**config.mk**
```make
export PLATFORM = sky130hd
export DESIGN_NAME = flash_port_arbiter_flat
export DESIGN_NICKNAME = d
export VERILOG_FILES = /design/src/rtl/flash_port_if.sv /design/src/rtl/flash_port_arbiter.sv /design/src/flat_wrapper.sv
export SDC_FILE = /design/constraint.sdc
export NUM_CORES = 1
export LEC_CHECK = 0
export CAP_MARGIN = 10
export CORE_MARGIN = 3
export CORE_UTILIZATION = 38
export CTS_BUF_LIST = sky130_fd_sc_hd__clkbuf_8 sky130_fd_sc_hd__clkbuf_16
export DETAILED_ROUTE_END_ITERATION = 12
export PLACE_DENSITY = 0.83
export SETUP_SLACK_MARGIN = 0.15
export SLEW_MARGIN = 20
export SYNTH_ARGS = -nofsm -noshare
export SYNTH_HDL_FRONTEND = slang
export SYNTH_SLANG_ARGS = --single-unit
```
**constraint.sdc**
```tcl
create_clock -name clk -period 1.9 [get_ports clk]
set_input_delay 0.285 -clock clk [delete_from_list [all_inputs] [get_ports clk]]
set_output_delay 0.285 -clock clk [all_outputs]
set_load 0.1 [all_outputs]
```
**src/rtl/flash_port_if.sv**
```systemverilog
// Bundles the two requester ports and the Wishbone read port of the flash arbiter.
// master is the arbiter's view; slave is the view of the requesters plus flash reader.
interface flash_port_if #(
  parameter int AW = 22
);
  logic          m0_req;
  logic [AW-1:0] m0_addr;
  logic          m0_ack;
  logic          m0_err;
  logic          m1_req;
  logic [AW-1:0] m1_addr;
  logic          m1_ack;
  logic          m1_err;
  logic [31:0]   rdata;
  logic          busy;
  logic          wb_cyc;
  logic          wb_stb;
  logic [AW-1:0] wb_addr;
  logic [3:0]    wb_sel;
  logic          wb_stall;
  logic          wb_ack;
  logic [31:0]   wb_data;

  modport master (
    input  m0_req, m0_addr, m1_req, m1_addr, wb_stall, wb_ack, wb_data,
    output m0_ack, m0_err, m1_ack, m1_err, rdata, busy,
           wb_cyc, wb_stb, wb_addr, wb_sel
  );

  modport slave (
    output m0_req, m0_addr, m1_req, m1_addr, wb_stall, wb_ack, wb_data,
    input  m0_ack, m0_err, m1_ack, m1_err, rdata, busy,
           wb_cyc, wb_stb, wb_addr, wb_sel
  );
endinterface

```
**src/rtl/flash_port_arbiter.sv**
```systemverilog
// Round-robin arbiter sharing the SPI flash reader's Wishbone read port between the
// 68040 front-end (port 0) and the boot copier (port 1), with page relocation and a watchdog.
module flash_port_arbiter #(
  parameter int       AW         = 22,
  parameter bit [7:0] FLASH_PAGE = 8'h04,
  parameter int       TW         = 10,
  parameter int       TIMEOUT    = 1000
) (
  input logic         clk,
  input logic         rst,
  flash_port_if.master bus
);

  typedef enum logic [1:0] {IDLE, ISSUE, WAIT, DONE} state_t;

  localparam logic [TW-1:0] TMO_LAST = TW'(TIMEOUT - 1);

  state_t        state, state_nx;
  logic          gnt, gnt_nx;
  logic          last, last_nx;
  logic [AW-1:0] addr_q, addr_nx;
  logic [TW-1:0] tmo, tmo_nx;
  logic [31:0]   rdata_q, rdata_nx;
  logic [1:0]    err_q, err_nx;

  // Page field is the top 8 address bits; the add wraps modulo 256.
  function automatic logic [AW-1:0] relocate(input logic [AW-1:0] a);
    logic [7:0] page;
    page = a[AW-1 -: 8] + FLASH_PAGE;
    return {page, a[AW-9:0]};
  endfunction

  always_ff @(posedge clk or negedge rst) begin
    if (!rst) begin
      state   <= IDLE;
      gnt     <= 1'b0;
      last    <= 1'b1;
      addr_q  <= '0;
      tmo     <= '0;
      rdata_q <= '0;
      err_q   <= '0;
    end else begin
      state   <= state_nx;
      gnt     <= gnt_nx;
      last    <= last_nx;
      addr_q  <= addr_nx;
      tmo     <= tmo_nx;
      rdata_q <= rdata_nx;
      err_q   <= err_nx;
    end
  end

  always_comb begin
    state_nx = state;
    gnt_nx   = gnt;
    last_nx  = last;
    addr_nx  = addr_q;
    tmo_nx   = tmo;
    rdata_nx = rdata_q;
    err_nx   = 2'b00;
    case (state)
      IDLE: begin
        if (bus.m0_req || bus.m1_req) begin
          if (bus.m0_req && bus.m1_req) gnt_nx = ~last;
          else                          gnt_nx = bus.m1_req;
          last_nx  = gnt_nx;
          addr_nx  = relocate(gnt_nx ? bus.m1_addr : bus.m0_addr);
          tmo_nx   = '0;
          state_nx = ISSUE;
        end
      end
      ISSUE: begin
        tmo_nx = tmo + TW'(1);
        // An ack that arrives with acceptance completes the read; it also beats the watchdog.
        if (!bus.wb_stall && bus.wb_ack) begin
          rdata_nx = bus.wb_data;
          state_nx = DONE;
        end else if (tmo == TMO_LAST) begin
          err_nx   = gnt ? 2'b10 : 2'b01;
          state_nx = IDLE;
        end else if (!bus.wb_stall) begin
          state_nx = WAIT;
        end
      end
      WAIT: begin
        tmo_nx = tmo + TW'(1);
        if (bus.wb_ack) begin
          rdata_nx = bus.wb_data;
          state_nx = DONE;
        end else if (tmo == TMO_LAST) begin
          err_nx   = gnt ? 2'b10 : 2'b01;
          state_nx = IDLE;
        end
      end
      DONE: state_nx = IDLE;
      default: state_nx = IDLE;
    endcase
  end

  assign bus.wb_cyc  = (state == ISSUE) || (state == WAIT);
  assign bus.wb_stb  = (state == ISSUE);
  assign bus.wb_sel  = bus.wb_cyc ? 4'hF : 4'h0;
  assign bus.wb_addr = addr_q;
  assign bus.busy    = (state != IDLE);
  assign bus.rdata   = rdata_q;
  assign bus.m0_ack  = (state == DONE) && !gnt;
  assign bus.m1_ack  = (state == DONE) && gnt;
  assign bus.m0_err  = err_q[0];
  assign bus.m1_err  = err_q[1];

endmodule

```
**src/flat_wrapper.sv**
```systemverilog
// flat-port wrapper written by rule: the top's interface ports become plain ports
module flash_port_arbiter_flat 
#(
  parameter int       AW         = 22,
  parameter bit [7:0] FLASH_PAGE = 8'h04,
  parameter int       TW         = 10,
  parameter int       TIMEOUT    = 1000
)
  (clk, rst, bus_m0_req, bus_m0_addr, bus_m1_req, bus_m1_addr, bus_wb_stall, bus_wb_ack, bus_wb_data, bus_m0_ack, bus_m0_err, bus_m1_ack, bus_m1_err, bus_rdata, bus_busy, bus_wb_cyc, bus_wb_stb, bus_wb_addr, bus_wb_sel);
  flash_port_if #(.AW(AW)) bus_i ();
  input logic clk;
  input logic rst;
  input wire logic [$bits(bus_i.m0_req)-1:0] bus_m0_req;
  input wire logic [$bits(bus_i.m0_addr)-1:0] bus_m0_addr;
  input wire logic [$bits(bus_i.m1_req)-1:0] bus_m1_req;
  input wire logic [$bits(bus_i.m1_addr)-1:0] bus_m1_addr;
  input wire logic [$bits(bus_i.wb_stall)-1:0] bus_wb_stall;
  input wire logic [$bits(bus_i.wb_ack)-1:0] bus_wb_ack;
  input wire logic [$bits(bus_i.wb_data)-1:0] bus_wb_data;
  output wire logic [$bits(bus_i.m0_ack)-1:0] bus_m0_ack;
  output wire logic [$bits(bus_i.m0_err)-1:0] bus_m0_err;
  output wire logic [$bits(bus_i.m1_ack)-1:0] bus_m1_ack;
  output wire logic [$bits(bus_i.m1_err)-1:0] bus_m1_err;
  output wire logic [$bits(bus_i.rdata)-1:0] bus_rdata;
  output wire logic [$bits(bus_i.busy)-1:0] bus_busy;
  output wire logic [$bits(bus_i.wb_cyc)-1:0] bus_wb_cyc;
  output wire logic [$bits(bus_i.wb_stb)-1:0] bus_wb_stb;
  output wire logic [$bits(bus_i.wb_addr)-1:0] bus_wb_addr;
  output wire logic [$bits(bus_i.wb_sel)-1:0] bus_wb_sel;
  assign bus_i.m0_req = bus_m0_req;
  assign bus_i.m0_addr = bus_m0_addr;
  assign bus_i.m1_req = bus_m1_req;
  assign bus_i.m1_addr = bus_m1_addr;
  assign bus_i.wb_stall = bus_wb_stall;
  assign bus_i.wb_ack = bus_wb_ack;
  assign bus_i.wb_data = bus_wb_data;
  assign bus_m0_ack = bus_i.m0_ack;
  assign bus_m0_err = bus_i.m0_err;
  assign bus_m1_ack = bus_i.m1_ack;
  assign bus_m1_err = bus_i.m1_err;
  assign bus_rdata = bus_i.rdata;
  assign bus_busy = bus_i.busy;
  assign bus_wb_cyc = bus_i.wb_cyc;
  assign bus_wb_stb = bus_i.wb_stb;
  assign bus_wb_addr = bus_i.wb_addr;
  assign bus_wb_sel = bus_i.wb_sel;
  flash_port_arbiter #(.AW(AW), .FLASH_PAGE(FLASH_PAGE), .TW(TW), .TIMEOUT(TIMEOUT)) u_core (.clk(clk), .rst(rst), .bus(bus_i));
endmodule
```
==> results_tabular.tex <==
\begin{tabular}{lr}
\hline
Metric & Value \\
\hline
\multicolumn{2}{l}{\textbf{Yosys}} \\
Post-synthesis register bit count & 70 \\
Synthesized netlist cell count & 291 \\
Nets in the synthesized netlist & 379 \\
Cell area after technology mapping & 3317 sq um \\
Post-synth EDFFs & 0 \\
Count of warnings emitted by yosys & 0 \\
Count of cell types in the netlist & 44 \\
Share of synthesized registers carrying an async set or reset & 100.0\% \\
Avg Synthesized Cell Area & 11.40 sq um \\
Most instantiated flip-flop cell in the synthesis netlist & sky130\_fd\_sc\_hd\_\_dfrtp\_1 \\
Sequential area share after synthesis & 52.85\% \\
\multicolumn{2}{l}{\textbf{CTS}} \\
TritonCTS clock tree & yes \\
Clock root cell & sky130\_fd\_sc\_hd\_\_clkbuf\_8 \\
Number of H-tree branching levels & 3 \\
Worst-case clock buffer depth & 2 \\
Clock latency at the later pin of the worst-skew pair & 340 ps \\
Number of buffers added by the clock tree synthesis step & 9 \\
Clock tree sinks & 70 \\
Reg clk slew, reported paths & 80 ps \\
\multicolumn{2}{l}{\textbf{Floorplanning}} \\
Total Die Area & 9885 sq um \\
Number of top-level pins & 147 \\
Die Span X & 99.43 um \\
Effective utilization at floorplan & 39.77\% \\
Standard-cell rows & 33 \\
Core Area & 8341 sq um \\
Vertical die dimension & 99.43 um \\
\multicolumn{2}{l}{\textbf{Critical path}} \\
Crit path buffers/inverters & 2 \\
Startpoint kind of the worst setup timing path & flop \\
Maximum net fanout on the critical path & 8 \\
Crit-path slowest cell & sky130\_fd\_sc\_hd\_\_dfrtp\_2 \\
Largest delay contributor family on the critical path & flip-flops \\
Critical path arrival & 1990 ps \\
Required time of the critical path & 2120 ps \\
Element type at the critical path end & flop \\
Ordered cell list for the critical path & inv\_2 -> ha\_2 -> nor2\_4 -> o21ai\_2 -> nand2b\_4 -> clkbuf\_16 -> mux2\_4 \\
Worst setup path category & reg -> reg \\
Worst path max stage delay & 430 ps \\
\multicolumn{2}{l}{\textbf{Place}} \\
Half-perimeter wire length after detailed placement & 6586 um \\
Post-Place Cell Area & 5074 sq um \\
GP Congestion & 0.7652 \\
\# port buffers & 146 \\
\multicolumn{2}{l}{\textbf{Timing}} \\
Final setup violating endpoints & 0 \\
Setup TNS & 0 ps \\
Crit share post-route & 92.96\% \\
Max-slew violation count & 0 \\
Transition time of the tightest slew-check pin & 500.2 ps \\
Setup repair after global routing missed its margin & true \\
Fin. Hold Viols & 0 \\
Upper clock frequency limit & 0.5662 GHz \\
Clock Skews & 7.019 ps \\
Worst slew slack as a fraction of its limit & 66.65\% \\
Post-layout min period & 1766 ps \\
\multicolumn{2}{l}{\textbf{Finish}} \\
Area added between synthesis and finish & 65.64\% \\
Commonest non-fill, non-tap cell in the layout & sky130\_fd\_sc\_hd\_\_clkdlybuf4s50\_1 \\
Top library cells by usage in the layout, fill and taps aside & sky130\_fd\_sc\_hd\_\_clkdlybuf4s50\_1, sky130\_fd\_sc\_hd\_\_buf\_4, sky130\_fd\_sc\_hd\_\_dfrtp\_1 \\
Share of post-route cells with drive strength above 1 & 35.42\% \\
Design area & 5494 sq um \\
Net count of the finished layout & 546 \\
Number of diodes & 0 \\
\multicolumn{2}{l}{\textbf{GRT}} \\
Wire length of the first global-routing pass & 14,370 um \\
Initial antenna violation count & 0 \\
Pin count of the biggest net entering global routing & 43 \\
Total global routing track utilization & 18.10\% \\
Grt total ovfl & 0 \\
Vias in the first global route & 2,886 \\
\multicolumn{2}{l}{\textbf{Worst hold path}} \\
Type of the worst min-delay path & in -> async \\
\multicolumn{2}{l}{\textbf{Job}} \\
Max-cap viol count & 0 \\
\multicolumn{2}{l}{\textbf{Routing}} \\
Detailed router's first-iteration violation count & 68 \\
Total wirelength of the detailed-routed design & 9029 um \\
Post-detailed-route count of antenna-violating nets & 0 \\
Number of detailed-routing iterations run before antenna repair & 4 \\
Detail-routed net length per standard cell & 15.90 um \\
Total via count in the routed design & 2,844 \\
Post-route DRC & 0 \\
DR vias/cell & 5.007 \\
\multicolumn{2}{l}{\textbf{Status}} \\
Run status & finished clean \\
\hline
\end{tabular}
cell type report:
type,instances,area (sq um)
Sequential cell,70,1755
Multi-Input combinational cell,197,1657
Inverter,7,30.03
Clock inverter,7,50.05
Fill cell,643,2846
Tap cell,105,131.4
Timing Repair Buffer,173,1747
Clock buffer,9,123.9
sequential cells by signal, indices dropped and copies added, names as in the netlist:
register,count
u_core.bus.wb_addr,22
u_core.tmo,10
u_core.state,2
u_core.last,1
u_core.gnt,1
u_core.bus.rdata,32
u_core.err_q,2
final timing paths:
path                                            start               endpoint  slack, ps  depth (start not counted)
worst min register to register  u_core.bus.wb_addr[6]  u_core.bus.wb_addr[6]        490                          2
max in group asynchronous                         rst            u_core.last        860                          3
min in group clk                           bus_m1_req            u_core.last        490                          4
worst min-delay path                              rst  u_core.bus.wb_addr[3]        470                          2
worst max-delay path                  u_core.state[0]   u_core.bus.rdata[22]        130                          7
worst max register to register        u_core.state[0]   u_core.bus.rdata[22]        130                          7
synth_stat cells, types with 4 or more instances:
cell type / number / area share (%)
sky130_fd_sc_hd__a21oi_1: 6 / 0.91
sky130_fd_sc_hd__buf_4: 7 / 1.6
sky130_fd_sc_hd__clkbuf_1: 4 / 0.45
sky130_fd_sc_hd__dfrtp_1: 69 / 52
sky130_fd_sc_hd__ha_1: 6 / 2.3
sky130_fd_sc_hd__inv_1: 7 / 0.79
sky130_fd_sc_hd__mux2_2: 33 / 11
sky130_fd_sc_hd__mux2i_1: 22 / 6.6
sky130_fd_sc_hd__nand2_1: 31 / 3.5
sky130_fd_sc_hd__nand3_1: 10 / 1.5
sky130_fd_sc_hd__nor2_1: 12 / 1.4
sky130_fd_sc_hd__nor2b_1: 6 / 1.1
sky130_fd_sc_hd__nor3_1: 4 / 0.60
sky130_fd_sc_hd__o21ai_0: 26 / 3.9
sky130_fd_sc_hd__xnor2_1: 7 / 1.8
sky130_fd_sc_hd__xor2_1: 4 / 1.1
kinds of logic after synthesis:
group	after synthesis	synth area share (%)
adder cells (fa/ha/maj)	6	2.263
flip-flops	70	52.85
AO/OA/AOI/OAI	49	8.978
buffers and inverters	24	3.885
AND/OR/NAND/NOR	75	10.94
multiplexers	56	18.18
XOR/XNOR	11	2.904
timing repair:
item | in CTS | in global routing
setup endpoints to repair | 48 | 49
pin swaps | 0 | 6
setup buffers | 3 | 7
hold buffers | 1 | 0
gates resized for setup | 5 | 16
cloned | 1 | 2
hold endpoints to repair | 17 | 0
per-stage QoR:
step / hold slack (ps) / instances / utilization [%] / worst slack (ps)
2_1_floorplan: -10.59 / 291 / - / -30.51
3_3_place_gp: 273.5 / 538 / 60.83 / -229.7
3_5_place_dp: 285.2 / 538 / 60.83 / -248.9
4_1_cts: 465.2 / 559 / 63.83 / 114.2
5_1_grt: 483.1 / 568 / 65.87 / 87.10
6_report: 473.4 / 568 / 65.87 / 133.8
per-layer routing:
| metal | vias up | routed length, um | share of wire, % | global-route usage, % |
|---|---|---|---|---|
| li1 | 1363 | - | - | - |
| met1 | 1374 | 3801 | 42 | 23.13 |
| met2 | 96 | 4565 | 51 | 30.58 |
| met3 | 11 | 542 | 6.0 | 4.137 |
| met4 | 0 | 119 | 1.3 | 5.672 |
| met5 | - | 0 | 0 | 0 |
worst register-to-register path: cells and delay by family, from the launching register on:
| kind | cells | cell delay (ps) |
|---|---|---|
| flip-flops | 1 | 430 |
| multiplexers | 1 | 300 |
| buffers and inverters | 2 | 290 |
| AND/OR/NAND/NOR | 2 | 280 |
| adder cells (fa/ha/maj) | 1 | 220 |
| AO/OA/AOI/OAI | 1 | 140 |
Power is not shown: default switching activity piles up to over one toggle a cycle in this logic, so the estimate is an artifact.
